File: config.mk
export PLATFORM = sky130hd
export DESIGN_NAME = fpu_req_responder_flat
export DESIGN_NICKNAME = d
export VERILOG_FILES = /design/src/rtl/fpu_req_responder_if.sv /design/src/rtl/fpu_req_responder.sv /design/src/flat_wrapper.sv
export SDC_FILE = /design/constraint.sdc
export NUM_CORES = 1
export LEC_CHECK = 0
export CORE_MARGIN = 2
export CORE_UTILIZATION = 58
export CTS_CLUSTER_SIZE = 28
export DETAILED_ROUTE_END_ITERATION = 12
export GPL_TIMING_DRIVEN = 0
export HOLD_SLACK_MARGIN = 0.03
export MAX_ROUTING_LAYER = met4
export PLACE_DENSITY = 0.85
export SLEW_MARGIN = 5
export SYNTH_ARGS = -nofsm -noshare
export SYNTH_HDL_FRONTEND = slang
export SYNTH_SLANG_ARGS = --single-unit
File: constraint.sdc
create_clock -name clk -period 5.8 [get_ports clk]
set_input_delay 1.16 -clock clk [delete_from_list [all_inputs] [get_ports clk]]
set_output_delay 1.16 -clock clk [all_outputs]
set_load 0.01 [all_outputs]
File: src/rtl/fpu_req_responder_if.sv
// Request/response channel bundle between an FPU initiator and the responder.
// The initiator side uses the master modport; the responder uses slave.
`timescale 1ns/1ps

interface fpu_req_responder_if #(
  parameter int TAG_W = 4
) ();

  // Request channel (initiator -> responder)
  logic             req_valid;
  logic             req_ready;
  logic [31:0]      req_a;
  logic [31:0]      req_b;
  logic [1:0]       req_op;
  logic [TAG_W-1:0] req_tag;

  // Response channel (responder -> initiator)
  logic             rsp_valid;
  logic             rsp_ready;
  logic [31:0]      rsp_o;
  logic [1:0]       rsp_op;
  logic [TAG_W-1:0] rsp_tag;

  modport master (
    output req_valid,
    output req_a,
    output req_b,
    output req_op,
    output req_tag,
    input  req_ready,
    input  rsp_valid,
    input  rsp_o,
    input  rsp_op,
    input  rsp_tag,
    output rsp_ready
  );

  modport slave (
    input  req_valid,
    input  req_a,
    input  req_b,
    input  req_op,
    input  req_tag,
    output req_ready,
    output rsp_valid,
    output rsp_o,
    output rsp_op,
    output rsp_tag,
    input  rsp_ready
  );

endinterface

File: src/rtl/fpu_req_responder.sv
// Responder for the FPU request protocol. Requests are issued into a
// fixed-latency fpu core; each result is captured LATENCY clocks after issue
// into an in-order response FIFO. A credit counter covers both in-flight
// operations and stored results, so a captured result always has a free slot.
`timescale 1ns/1ps

module fpu_req_responder #(
  parameter int LATENCY = 3,   // clocks from operand issue to valid fpu_o, >= 1
  parameter int DEPTH   = 8,   // response FIFO entries, power of 2, >= 2
  parameter int TAG_W   = 4
) (
  input  logic                   clk,
  input  logic                   reset_n,
  fpu_req_responder_if.slave     bus,
  output logic [31:0]            fpu_a,
  output logic [31:0]            fpu_b,
  output logic [1:0]             fpu_op,
  input  logic [31:0]            fpu_o,
  output logic [$clog2(DEPTH):0] credits_used
);

  localparam int AW = $clog2(DEPTH);
  localparam int CW = AW + 1;

  // ---------------------------------------------------------------------
  // Handshake qualifiers
  // ---------------------------------------------------------------------
  logic w_req_ready;
  logic w_accept;
  logic w_push;
  logic w_pop;
  logic w_rsp_valid;

  logic [CW-1:0] r_credits;

  // Pointers carry one extra wrap bit so full and empty are distinguishable.
  logic [AW:0]   r_wr_ptr;
  logic [AW:0]   r_rd_ptr;
  logic [AW-1:0] w_wr_idx;
  logic [AW-1:0] w_rd_idx;

  // Ready depends on the credit register alone, never on the valid/ready inputs.
  assign w_req_ready = (r_credits < CW'(DEPTH));
  assign w_accept    = bus.req_valid & w_req_ready;
  assign w_rsp_valid = (r_wr_ptr != r_rd_ptr);
  assign w_pop       = w_rsp_valid & bus.rsp_ready;

  assign w_wr_idx = r_wr_ptr[AW-1:0];
  assign w_rd_idx = r_rd_ptr[AW-1:0];

  // ---------------------------------------------------------------------
  // Operand registers driving the fpu core
  // ---------------------------------------------------------------------
  logic [31:0] r_fpu_a;
  logic [31:0] r_fpu_b;
  logic [1:0]  r_fpu_op;

  // Load operands on accept; hold the last values while idle.
  always_ff @(posedge clk or negedge reset_n) begin
    if (!reset_n) begin
      r_fpu_a  <= '0;
      r_fpu_b  <= '0;
      r_fpu_op <= '0;
    end else if (w_accept) begin
      r_fpu_a  <= bus.req_a;
      r_fpu_b  <= bus.req_b;
      r_fpu_op <= bus.req_op;
    end
  end

  assign fpu_a  = r_fpu_a;
  assign fpu_b  = r_fpu_b;
  assign fpu_op = r_fpu_op;

  // ---------------------------------------------------------------------
  // Issue tracking: LATENCY stages of {valid, op, tag} running alongside
  // the fpu pipeline. The last stage lines up with a valid fpu_o.
  // ---------------------------------------------------------------------
  logic [LATENCY-1:0]            r_stg_vld;
  logic [LATENCY-1:0][1:0]       r_stg_op;
  logic [LATENCY-1:0][TAG_W-1:0] r_stg_tag;

  logic [LATENCY-1:0]            w_stg_vld_next;
  logic [LATENCY-1:0][1:0]       w_stg_op_next;
  logic [LATENCY-1:0][TAG_W-1:0] w_stg_tag_next;

  for (genvar gi = 0; gi < LATENCY; gi++) begin : g_stage
    if (gi == 0) begin : g_first
      // Stage 0 takes the request; a bubble enters whenever nothing is accepted.
      assign w_stg_vld_next[gi] = w_accept;
      assign w_stg_op_next[gi]  = bus.req_op;
      assign w_stg_tag_next[gi] = bus.req_tag;
    end else begin : g_rest
      assign w_stg_vld_next[gi] = r_stg_vld[gi-1];
      assign w_stg_op_next[gi]  = r_stg_op[gi-1];
      assign w_stg_tag_next[gi] = r_stg_tag[gi-1];
    end
  end

  // Valid bits are reset so a reset discards every in-flight operation.
  always_ff @(posedge clk or negedge reset_n) begin
    if (!reset_n) begin
      r_stg_vld <= '0;
    end else begin
      r_stg_vld <= w_stg_vld_next;
    end
  end

  // Payload only matters when its valid bit is set, so it needs no reset.
  always_ff @(posedge clk) begin
    r_stg_op  <= w_stg_op_next;
    r_stg_tag <= w_stg_tag_next;
  end

  // A valid last stage means fpu_o holds that operation's result right now.
  assign w_push = r_stg_vld[LATENCY-1];

  // ---------------------------------------------------------------------
  // Response FIFO storage
  // ---------------------------------------------------------------------
  logic [31:0]      r_mem_o   [DEPTH];
  logic [1:0]       r_mem_op  [DEPTH];
  logic [TAG_W-1:0] r_mem_tag [DEPTH];

  // Capture the fpu result together with its op and tag. Credits guarantee
  // a free slot, so the push is never gated.
  always_ff @(posedge clk) begin
    if (w_push) begin
      r_mem_o[w_wr_idx]   <= fpu_o;
      r_mem_op[w_wr_idx]  <= r_stg_op[LATENCY-1];
      r_mem_tag[w_wr_idx] <= r_stg_tag[LATENCY-1];
    end
  end

  // Advance write pointer on capture and read pointer on pop.
  always_ff @(posedge clk or negedge reset_n) begin
    if (!reset_n) begin
      r_wr_ptr <= '0;
      r_rd_ptr <= '0;
    end else begin
      if (w_push) begin
        r_wr_ptr <= r_wr_ptr + (AW+1)'(1);
      end
      if (w_pop) begin
        r_rd_ptr <= r_rd_ptr + (AW+1)'(1);
      end
    end
  end

  // ---------------------------------------------------------------------
  // Credits: accepted-but-not-popped operations
  // ---------------------------------------------------------------------

  // Count up on accept, down on pop, hold when both or neither happen.
  always_ff @(posedge clk or negedge reset_n) begin
    if (!reset_n) begin
      r_credits <= '0;
    end else if (w_accept && !w_pop) begin
      r_credits <= r_credits + CW'(1);
    end else if (!w_accept && w_pop) begin
      r_credits <= r_credits - CW'(1);
    end
  end

  assign credits_used = r_credits;

  // ---------------------------------------------------------------------
  // Response channel outputs
  // ---------------------------------------------------------------------

  // The head is read combinationally so data arrives in the same cycle as
  // rsp_valid; it is forced to zero while empty so the outputs read 0 after
  // reset even though the storage itself is not cleared.
  always_comb begin
    bus.rsp_o   = '0;
    bus.rsp_op  = '0;
    bus.rsp_tag = '0;
    if (w_rsp_valid) begin
      bus.rsp_o   = r_mem_o[w_rd_idx];
      bus.rsp_op  = r_mem_op[w_rd_idx];
      bus.rsp_tag = r_mem_tag[w_rd_idx];
    end
  end

  assign bus.rsp_valid = w_rsp_valid;
  assign bus.req_ready = w_req_ready;

endmodule

File: src/flat_wrapper.sv
// flat-port wrapper written by rule: the top's interface ports become plain ports
module fpu_req_responder_flat 
#(
  parameter int LATENCY = 3,                                                    
  parameter int DEPTH   = 8,                                             
  parameter int TAG_W   = 4
)
  (clk, reset_n, fpu_a, fpu_b, fpu_op, fpu_o, credits_used, bus_req_valid, bus_req_a, bus_req_b, bus_req_op, bus_req_tag, bus_req_ready, bus_rsp_valid, bus_rsp_o, bus_rsp_op, bus_rsp_tag, bus_rsp_ready);
  fpu_req_responder_if #(.TAG_W(TAG_W)) bus_i ();
  input  logic clk;
  input  logic reset_n;
  output logic [31:0] fpu_a;
  output logic [31:0] fpu_b;
  output logic [1:0] fpu_op;
  input  logic [31:0] fpu_o;
  output logic [$clog2(DEPTH):0] credits_used;
  input wire logic [$bits(bus_i.req_valid)-1:0] bus_req_valid;
  input wire logic [$bits(bus_i.req_a)-1:0] bus_req_a;
  input wire logic [$bits(bus_i.req_b)-1:0] bus_req_b;
  input wire logic [$bits(bus_i.req_op)-1:0] bus_req_op;
  input wire logic [$bits(bus_i.req_tag)-1:0] bus_req_tag;
  output wire logic [$bits(bus_i.req_ready)-1:0] bus_req_ready;
  output wire logic [$bits(bus_i.rsp_valid)-1:0] bus_rsp_valid;
  output wire logic [$bits(bus_i.rsp_o)-1:0] bus_rsp_o;
  output wire logic [$bits(bus_i.rsp_op)-1:0] bus_rsp_op;
  output wire logic [$bits(bus_i.rsp_tag)-1:0] bus_rsp_tag;
  input wire logic [$bits(bus_i.rsp_ready)-1:0] bus_rsp_ready;
  assign bus_i.req_valid = bus_req_valid;
  assign bus_i.req_a = bus_req_a;
  assign bus_i.req_b = bus_req_b;
  assign bus_i.req_op = bus_req_op;
  assign bus_i.req_tag = bus_req_tag;
  assign bus_req_ready = bus_i.req_ready;
  assign bus_rsp_valid = bus_i.rsp_valid;
  assign bus_rsp_o = bus_i.rsp_o;
  assign bus_rsp_op = bus_i.rsp_op;
  assign bus_rsp_tag = bus_i.rsp_tag;
  assign bus_i.rsp_ready = bus_rsp_ready;
  fpu_req_responder #(.LATENCY(LATENCY), .DEPTH(DEPTH), .TAG_W(TAG_W)) u_core (.clk(clk), .reset_n(reset_n), .bus(bus_i), .fpu_a(fpu_a), .fpu_b(fpu_b), .fpu_op(fpu_op), .fpu_o(fpu_o), .credits_used(credits_used));
endmodule
==> impl_summary.log <==
[metrics] highest signal layer in the routed design: met4
[metrics] Post-Layout Cell Count: 1354
[metrics] TritonCTS clock tree: built
[metrics] Seq cells post-synth: about 400
[metrics] CP Launch Type: flip-flop
[metrics] DRT met1 WL: 12.5 mm
[metrics] worst vdd ir: 358 µV
[metrics] detailed-routed wire length on met2: 16.7 mm
[metrics] RSZ-0062 raised after global routing: false
[metrics] Slew @ Worst Pin: between 1000 and 1500 ps
[metrics] clock edge transition at the registers on the reported setup and hold paths: 60 ps
[metrics] worst slew slack as a fraction of its limit: 32.2%
[metrics] worst hold path endpoint: u_core.r_stg_op[5]
[metrics] cell area after placement: 18100 µm²
[metrics] Placer Congestion: approximately 0.73
[metrics] DRC violations left: 0
[metrics] number of synthesized flops with an enable pin: about 300
[metrics] leading cell types by count after synthesis: sky130_fd_sc_hd__edfxtp_1, sky130_fd_sc_hd__dfrtp_1, sky130_fd_sc_hd__mux4_2
[metrics] die extent in x: 165 µm
[metrics] Leakage: about 0.0068 µW
[metrics] final hold viol count: 0
[metrics] highest net fanout along the worst path: 10
[metrics] Initial Util: 58.5%
[metrics] CTS Root Cell: sky130_fd_sc_hd__clkbuf_16
[metrics] largest area contributor in the synthesized netlist: sky130_fd_sc_hd__edfxtp_1
[metrics] share of post-route cells with drive strength above 1: 24.4%
[metrics] number of antenna violations at the first check in global routing: 0
[metrics] DR WL/cell: 23.8 µm
[metrics] detailed-routing iteration count for the pre-antenna-repair pass: 7
[metrics] kind of critical path: reg -> out
[metrics] Tightest Hold Check Type: reg -> reg
[metrics] number of violations reported at the end of detailed-routing iteration 0: approximately 640
[metrics] total count of max-transition violations in the final report: 0
[metrics] outcome: finished, final reports clean
[metrics] data required time at the worst endpoint: 4640 ps
[metrics] total of buffers placed on input and output ports: 215
[metrics] leading post-synthesis cells by cell area: sky130_fd_sc_hd__edfxtp_1, sky130_fd_sc_hd__dfrtp_1, sky130_fd_sc_hd__mux4_2
[metrics] clock network latency to the later pin of the worst-skew pair: between 500 and 600 ps
[metrics] startpoint of the worst hold path: u_core.r_stg_op[3]
[metrics] fraction of synthesized cell area taken by the top area cell type: 60.4%
[metrics] filler cell count in the final layout: 1490
[metrics] # Post-CTS Setup Buffers: 0
[metrics] # Max-Cap Violations: 0
[metrics] reg-to-reg critical path endpoint: u_core.credits_used[3]
[metrics] Syn-to-layout area delta: 27.7%
[metrics] Post-DP HPWL: 20.4 mm
[metrics] count of vias placed by the detailed router: 7717
[metrics] area of all placed cells without fillers: 19300 µm²
[metrics] # diodes: 0
[metrics] part of the cycle the worst path needs: slightly above 70%
[metrics] area of the die: roughly 27000 µm²
[metrics] share of synthesized area occupied by flip-flops and latches: 76.2%
[metrics] Max Freq: 243 MHz
[metrics] worst-case clock skew: 11.9 ps
[metrics] largest net degree at the start of global routing: 49
[metrics] number of resized instances in the post-cts repair step: 0
[metrics] routed via count divided by cell count: 5.70
[metrics] CTS H-Tree Depth: 2
[metrics] number of distinct library cells after synthesis: 30
[metrics] Final Net Count: 1101
[metrics] Num Clock Sinks: 403
[metrics] number of warnings printed during yosys synthesis: 0
[metrics] setup TNS after final layout: 0 ps
[metrics] critical path arrival: 2950 ps
[metrics] startpoint of the lowest-slack register-to-register path: u_core.r_rd_ptr[1]
[metrics] All-Layer GR Usage: roughly a quarter
[metrics] global-route wire length before repair: around 48 mm
[metrics] Cells after Synth: about 700
[metrics] Placed Cells: 1283
[metrics] r2r setup slk: 2650 ps
[metrics] Synthesized Nets: 827
[metrics] Primary FF master, synth: sky130_fd_sc_hd__edfxtp_1
[metrics] share of the core filled with cells in the final layout: 74.7%
[metrics] routed length on met3: 2.29 mm
[metrics] Routed Antenna Nets: 0
[metrics] Placeable Area: 25800 µm²
[metrics] number of rows created at floorplan: 59
[metrics] vias in the first global route: around 8.3k
[metrics] fraction of registers with async set/reset: 20.1%
[metrics] Clock Tree Buf Depth: 3
[metrics] Post-CTS Hold Fix Bufs: 0
[metrics] Avg Inst Size Synth: approximately 21 µm²
[metrics] minimum period implied by the final worst setup slack: slightly above 4000 ps
[metrics] leftover overflow at the end of global routing: 0
[metrics] area of the mapped netlist: 15100 µm²
[metrics] final setup vio count: 0
[metrics] cell count of the worst reg-to-reg path: 10
[metrics] height of the chip: 165 µm
[metrics] most common cell in the netlist: sky130_fd_sc_hd__edfxtp_1
[metrics] ports placed on the boundary: 216
[metrics] type of destination of the critical path: output pin
[metrics] number of cells on the worst hold path: 0
[metrics] Power Density: 527 nW/µm²
[metrics] Post-Route Hold Slack: 326 ps
[metrics] total length of routed wires: 32.3 mm
[metrics] total clock buffers created by CTS: 39
power breakdown:
part           total [µW]  internal (µW)  switching [µW]
sequential           3900           3660             240
combinational        3850           2070            1780
clock                2410           1410             996
total               10200           7140            3020
worst max-delay path by stage:
stage / cells past startpoint / slack, ps / to / from
3_5_place_dp: 10 / 1560 / u_core.credits_used[3] / bus_req_valid
4_1_cts: 6 / 1660 / bus_rsp_o[21] / u_core.r_rd_ptr[1]
2_1_floorplan: 2 / 2110 / u_core.r_mem_o[0][0] / u_core.r_wr_ptr[2]
5_1_grt: 7 / 1540 / bus_rsp_o[21] / u_core.r_rd_ptr[1]
6_report: 7 / 1690 / bus_rsp_o[24] / u_core.r_rd_ptr[1]
3_3_place_gp: 2 / -530 / u_core.r_mem_o[4][17] / u_core.r_wr_ptr[0]
kinds of logic (layout without fill, tap and decap cells):
family	after synthesis	after routing	synth area share (%)
adder cells (fa/ha/maj)	6	6	0.547
buffers and inverters	39	343	1.33
XOR/XNOR	12	12	0.696
multiplexers	184	184	19.1
AO/OA/AOI/OAI	6	6	0.257
flip-flops	403	403	76.2
AND/OR/NAND/NOR	65	65	1.89
area by class of cell:
type	count	area, µm²	area share, %
sequential	403	11500	59.7
multi-input combinational	273	3450	17.9
timing repair buffer	233	2490	12.9
clock buffer	56	1100	5.71
tap	335	419	2.17
buffer	36	189	0.979
clock inverter	15	120	0.622
inverter	3	11.3	0.0584
metal layers:
metal / global-route usage (%) / vias to the layer above
met5: - / -
met4: 6.94 / 0
met3: 5.62 / 60
met2: 42.4 / 328
met1: 30.8 / 3941
li1: - / 3388
per-stage QoR:
stage	worst slack, ps	total power (µW)
3_5_place_dp	1560	7810
4_1_cts	1660	10300
2_1_floorplan	2110	5960
5_1_grt	1540	10600
3_3_place_gp	-529	7640
6_report	1690	10200
cell usage in the layout, fill, tap and decap left out, types with 2 or more instances in the layout:
master / instances
sky130_fd_sc_hd__buf_1: 2
sky130_fd_sc_hd__buf_12: 3
sky130_fd_sc_hd__buf_16: 7
sky130_fd_sc_hd__buf_2: 19
sky130_fd_sc_hd__buf_4: 4
sky130_fd_sc_hd__buf_6: 6
sky130_fd_sc_hd__buf_8: 3
sky130_fd_sc_hd__bufinv_16: 2
sky130_fd_sc_hd__clkbuf_1: 24
sky130_fd_sc_hd__clkbuf_16: 41
sky130_fd_sc_hd__clkbuf_8: 2
sky130_fd_sc_hd__clkdlybuf4s50_1: 214
sky130_fd_sc_hd__clkinv_1: 6
sky130_fd_sc_hd__clkinv_2: 6
sky130_fd_sc_hd__dfrtp_1: 81
sky130_fd_sc_hd__dfxtp_1: 18
sky130_fd_sc_hd__edfxtp_1: 304
sky130_fd_sc_hd__ha_1: 5
sky130_fd_sc_hd__inv_1: 2
sky130_fd_sc_hd__mux2_2: 68
sky130_fd_sc_hd__mux2i_1: 39
sky130_fd_sc_hd__mux4_2: 76
sky130_fd_sc_hd__nand2_1: 7
sky130_fd_sc_hd__nand2b_1: 3
sky130_fd_sc_hd__nor2_1: 40
sky130_fd_sc_hd__nor2_4: 6
sky130_fd_sc_hd__nor3_1: 3
sky130_fd_sc_hd__nor3_2: 2
sky130_fd_sc_hd__o21ai_0: 2
sky130_fd_sc_hd__xnor2_1: 4
sky130_fd_sc_hd__xor2_1: 8
flip-flops by register name, indices dropped and copies added (netlist names):
name / count
u_core.r_stg_vld: 3
u_core.r_wr_ptr: 4
u_core.r_mem_op: 16
u_core.r_mem_o: 256
u_core.fpu_op: 2
u_core.r_stg_tag: 12
u_core.credits_used: 4
u_core.fpu_a: 32
u_core.r_mem_tag: 32
u_core.r_stg_op: 6
u_core.fpu_b: 32
u_core.r_rd_ptr: 4
worst max-delay path: stages, from the launching register on:
cell and delay [ps]:
sky130_fd_sc_hd__dfrtp_1 390, sky130_fd_sc_hd__buf_2 180, sky130_fd_sc_hd__xor2_1 210, sky130_fd_sc_hd__nor4_4 510
sky130_fd_sc_hd__buf_2 360, sky130_fd_sc_hd__buf_6 200, sky130_fd_sc_hd__nor2_1 60, sky130_fd_sc_hd__clkdlybuf4s50_1 520
Power figures use the tool's default switching activity.
